<file path="src/rtl/rx_arb_pkg.sv">
// Shared types and default sizing for the receive-stream arbiter.
package rx_arb_pkg;

   localparam int DEF_WIDTH  = 10;
   localparam int DEF_NUM_CH = 4;

   typedef enum logic {
      IDLE = 1'b0,
      BUSY = 1'b1
   } state_e;

endpackage

</file>
<file path="src/rtl/rr_pick.sv">
// Round-robin requester search: first set request after the pointer, wrapping.
module rr_pick
   import rx_arb_pkg::*;
#(
   parameter int NUM_CH = DEF_NUM_CH,
   parameter int ID_W   = $clog2(NUM_CH)
) (
   input  logic [NUM_CH-1:0] req_i,
   input  logic [ID_W-1:0]   ptr_i,
   output logic              found_o,
   output logic [ID_W-1:0]   idx_o
);

   logic [ID_W-1:0] cand;

   // Scan ptr+1, ptr+2, ... ptr+NUM_CH (the pointer itself has lowest priority).
   always_comb begin
      found_o = 1'b0;
      idx_o   = '0;
      cand    = '0;
      for (int k = 1; k <= NUM_CH; k++) begin
         cand = ID_W'((int'(ptr_i) + k) % NUM_CH);
         if (!found_o && req_i[cand]) begin
            found_o = 1'b1;
            idx_o   = cand;
         end
      end
   end

endmodule

</file>
<file path="src/rtl/rx_stream_arb.sv">
// Packet-locked round-robin merge of NUM_CH upstream streams into one
// registered downstream stream, with a delivered-packet counter.
module rx_stream_arb
   import rx_arb_pkg::*;
#(
   parameter int WIDTH  = DEF_WIDTH,
   parameter int NUM_CH = DEF_NUM_CH,
   parameter int ID_W   = $clog2(NUM_CH)
) (
   input  logic                    CLK,
   input  logic                    RESET,
   input  logic [NUM_CH*WIDTH-1:0] DATA_UP,
   input  logic [NUM_CH-1:0]       VALID_UP,
   input  logic [NUM_CH-1:0]       LAST_UP,
   output logic [NUM_CH-1:0]       READY_UP,
   output logic [WIDTH-1:0]        DATA_DOWN,
   output logic                    LAST_DOWN,
   output logic [ID_W-1:0]         ID_DOWN,
   output logic                    VALID_DOWN,
   input  logic                    READY_DOWN,
   output logic [7:0]              PKT_CNT
);

   state_e          state_q, state_d;
   logic [ID_W-1:0] gnt_q, gnt_d;
   logic [ID_W-1:0] ptr_q, ptr_d;
   logic            vld_q;
   logic [WIDTH-1:0] data_q;
   logic            last_q;
   logic [ID_W-1:0] id_q;
   logic [7:0]      cnt_q;

   logic             pick_found;
   logic [ID_W-1:0]  pick_idx;
   logic             slot_free;
   logic             accept;
   logic             accept_last;
   logic             drain;
   logic [WIDTH-1:0] up_data [NUM_CH];

   for (genvar i = 0; i < NUM_CH; i++) begin : g_unpack
      assign up_data[i] = DATA_UP[i*WIDTH +: WIDTH];
   end

   // Output register can take a beat when empty or being drained this cycle.
   assign slot_free   = !vld_q || READY_DOWN;
   assign accept      = (state_q == BUSY) && VALID_UP[gnt_q] && slot_free;
   assign accept_last = accept && LAST_UP[gnt_q];
   assign drain       = vld_q && READY_DOWN;

   rr_pick #(
      .NUM_CH (NUM_CH),
      .ID_W   (ID_W)
   ) u_pick (
      .req_i   (VALID_UP),
      .ptr_i   (ptr_q),
      .found_o (pick_found),
      .idx_o   (pick_idx)
   );

   // FSM state, grant and round-robin pointer registers.
   always_ff @(posedge CLK or posedge RESET) begin
      if (RESET) begin
         state_q <= IDLE;
         gnt_q   <= '0;
         ptr_q   <= ID_W'(NUM_CH - 1);
      end else begin
         state_q <= state_d;
         gnt_q   <= gnt_d;
         ptr_q   <= ptr_d;
      end
   end

   // Next state: grant from IDLE, hold the lock until the LAST beat is taken.
   always_comb begin
      state_d = state_q;
      gnt_d   = gnt_q;
      ptr_d   = ptr_q;
      case (state_q)
         IDLE: begin
            if (pick_found) begin
               state_d = BUSY;
               gnt_d   = pick_idx;
            end
         end
         BUSY: begin
            if (accept_last) begin
               state_d = IDLE;
               ptr_d   = gnt_q;
            end
         end
         default: state_d = IDLE;
      endcase
   end

   // Upstream ready goes only to the locked channel, and only while busy.
   always_comb begin
      READY_UP = '0;
      if (state_q == BUSY) begin
         READY_UP[gnt_q] = slot_free;
      end
   end

   // Output register: load on accept, hold on stall, empty after a drain.
   always_ff @(posedge CLK or posedge RESET) begin
      if (RESET) begin
         vld_q  <= 1'b0;
         data_q <= '0;
         last_q <= 1'b0;
         id_q   <= '0;
      end else if (accept) begin
         vld_q  <= 1'b1;
         data_q <= up_data[gnt_q];
         last_q <= LAST_UP[gnt_q];
         id_q   <= gnt_q;
      end else if (drain) begin
         vld_q  <= 1'b0;
      end
   end

   // Count packets whose final beat has left downstream.
   always_ff @(posedge CLK or posedge RESET) begin
      if (RESET) begin
         cnt_q <= '0;
      end else if (drain && last_q) begin
         cnt_q <= cnt_q + 8'd1;
      end
   end

   assign VALID_DOWN = vld_q;
   assign DATA_DOWN  = data_q;
   assign LAST_DOWN  = last_q;
   assign ID_DOWN    = id_q;
   assign PKT_CNT    = cnt_q;

endmodule

</file>
<file path="config.mk">
export PLATFORM = sky130hd
export DESIGN_NAME = rx_stream_arb
export DESIGN_NICKNAME = d
export VERILOG_FILES = /design/src/rtl/rx_arb_pkg.sv /design/src/rtl/rr_pick.sv /design/src/rtl/rx_stream_arb.sv
export SDC_FILE = /design/constraint.sdc
export NUM_CORES = 1
export LEC_CHECK = 0
export BUFFER_PORTS_ARGS = -buffer_cell sky130_fd_sc_hd__buf_2
export CAP_MARGIN = 20
export CORE_MARGIN = 8
export CORE_UTILIZATION = 43
export CTS_BUF_LIST = sky130_fd_sc_hd__clkbuf_2 sky130_fd_sc_hd__clkbuf_4 sky130_fd_sc_hd__clkbuf_8
export CTS_CLUSTER_DIAMETER = 60
export DETAILED_ROUTE_END_ITERATION = 6
export PLACE_DENSITY = 0.82
export SETUP_SLACK_MARGIN = 0.2
export SYNTH_ARGS = -nofsm -noshare
export SYNTH_HDL_FRONTEND = slang
export SYNTH_SLANG_ARGS = --single-unit
</file>
<file path="constraint.sdc">
create_clock -name CLK -period 1.9 [get_ports CLK]
set_clock_uncertainty 0.2 [all_clocks]
set_input_delay 0.095 -clock CLK [delete_from_list [all_inputs] [get_ports CLK]]
set_output_delay 0.095 -clock CLK [all_outputs]
set_load 0.01 [all_outputs]
</file>
==> metrics.yaml <==
p_leak_nw: 1.14
critical_path.max_fanout: 6
viasPerCell: 5.20
dr_wl_met3_um: 286
ir_drop_mv: 0.514
required_ns: 1.93
nets: 265
rsz0062_at_grt: "yes"
r2r_slack_ns: 0.03
ys_types: 36
rows: 22
synth_area_per_cell_um2: 13.5
clock_latency_ns: 0.33
synth_edf_count: 0
p_per_area_mw_per_mm2: 1380
clk_pin_slew_ns: 0.15
dpl-instance-area_mm2: 0.00200
antenna_found_initial: 0
top_layer_used: "met4"
cts_max_path_buffers: 2
wl_met2_um: 2410
drt_iter0_drc: 49
ys_seq_area_frac: 0.434
synth_ff_type: "dfrtp_1"
setup_viol: 0
fin_util: 0.620
arrival_ns: 1.90
drtPass1Iterations: 4
final_hold_viol_count: 0
place.gp.congestion: 0.832
ys_warn_count: 0
start_util: 0.437
synth_nets: 168
cts_tree: "yes"
port_buffers: 76
num_antenna_cells: 0
track_usage: 0.149
grt_max_degree: 28
fin_crit_sh: 0.983
layout-drive-gt1-share: 0.538
syn_inst: 116
hpwl_um: 3200
syn_area_mm2: 0.00156
die_area_mm2: 0.00582
cts.root.buffer_cell: "clkbuf_4"
period_minus_slack_ns: 1.87
status: "completed"
die_x_um: 76.3
die_h_um: 76.3
cts_num_sinks: 27
grt_pass1_vias: 1483
drt_wl_total_um: 4540
fin_area_mm2: 0.00222
synth_seq_cells: 27
htreeDepth: 1
slew_headroom: 0.743
worst_pin_slew_ns: 0.382
cp-start-kind: "register"
max_freq_mhz: 535
drc: 0
crit_path_end_kind: "register"
ys_async_sr_fraction: 1.00
areaGrowthSynthToFinish_pct: 42.0
min_path_type: "primary input to register"
criticalPathCategory: "register to register"
maxCapViolations: 0
met1_length_um: 1810
wl_per_cell_um: 17.5
pin_count: 77
core-area_mm2: 0.00358
fin_setup_tns_ns: 0
vias: 1351
grt_overflow_total: 0
cts_made_buffers: 3
ant_nets: 0
grt_pass1_wl_um: 7230
slew_violations: 0
[power by group]
part	internal (mW)	switching, mW
Combinational	0.989	0.739
Sequential	0.841	0.245
Clock	0.0790	0.176
Total	1.91	1.16
[placed cells by master, fill, tap and decap left out, types with 4 or more instances in the layout]
cell type,n
mux4_1,6
buf_2,76
nor3_1,5
dfrtp_1,25
xnor2_1,4
mux2_4,13
nor2_1,4
dlygate4sd3_1,15
mux4_2,6
buf_4,5
nand2_1,11
[final cells by class]
| cell class | count | area, µm² |
|---|---|---|
| Inverter | 3 | 11.3 |
| Timing Repair Buffer | 97 | 579 |
| Clock inverter | 1 | 5.00 |
| Fill cell | 293 | 1360 |
| Clock buffer | 3 | 22.5 |
| Multi-Input combinational cell | 81 | 862 |
| Tap cell | 48 | 60.1 |
| Sequential cell | 27 | 678 |
[timing repair]
action                                  in CTS  in global routing
setup buffers                                1                  0
hold buffers                                 7                  8
resized for setup                            8                  1
endpoints found under the setup margin      19                 21
hold endpoints to repair                    33                  3
cloned                                       1                  0
[cells by family (layout without fill, tap and decap cells)]
| family | count (synthesis) | count (layout) | synth area share |
|---|---|---|---|
| AOI/OAI and AO/OA | 9 | 9 | 0.0416 |
| xor gates and xnor gates | 7 | 7 | 0.0392 |
| adders and majority gates | 1 | 1 | 0.00801 |
| buffers and inverters | 9 | 104 | 0.0384 |
| DFF | 27 | 27 | 0.434 |
| muxes | 27 | 27 | 0.315 |
| and+or+nand+nor | 36 | 37 | 0.123 |
[synthesized netlist by cell type (all sizes together) (3+ instances only)]
master  instances  area share
nand4           3       0.012
nand3           4       0.021
buf             5       0.029
xor2            3       0.017
inv             3      0.0072
nor2            4      0.0096
nor3            5       0.016
xnor2           4       0.022
mux2           13        0.11
mux4           12        0.19
nand2          11       0.026
dfrtp          25        0.40
[metal layers]
metal	global-route usage	vias up
li1	-	631
met1	0.172	666
met2	0.259	52
met3	0.0354	2
met4	0.0538	0
met5	0	-
[critical path, stage by stage, from the launching register on]
cell and delay (ns):
dfrtp_1 0.44, mux4_2 0.60, nand3_2 0.22, mux2_4 0.32
[sequential cells by signal, indices dropped and copies added, names as in the netlist]
name        cells
PKT_CNT         8
gnt_q           2
ptr_q           2
VALID_DOWN      1
ID_DOWN         2
DATA_DOWN      10
LAST_DOWN       1
state_q         1
[metrics by stage]
stage / std cells / hold WS, ns / setup WS, ns / power, mW
floorplan: 116 / -0.0538 / 0.0217 / 2.25
global placement: 239 / -0.0364 / 0.0573 / 2.64
detailed placement: 239 / -0.0295 / 0.0125 / 2.69
CTS: 252 / 0.00567 / 0.0387 / 3.05
global route: 260 / 0.000592 / 0.000355 / 3.29
finish: 260 / 0.00299 / 0.0319 / 3.07
[worst paths after layout]
path,endpoint,startpoint,cells after the start
setup / recovery,DATA_DOWN[1],gnt_q[0],3
hold / removal,DATA_DOWN[3],DATA_UP[3],3
setup reg to reg,DATA_DOWN[1],gnt_q[0],3
hold reg to reg,PKT_CNT[7],PKT_CNT[7],1
max in group asynchronous,ptr_q[0],RESET,4
min in group asynchronous,PKT_CNT[7],RESET,4
Note: power is estimated with default switching activity, not from simulation.
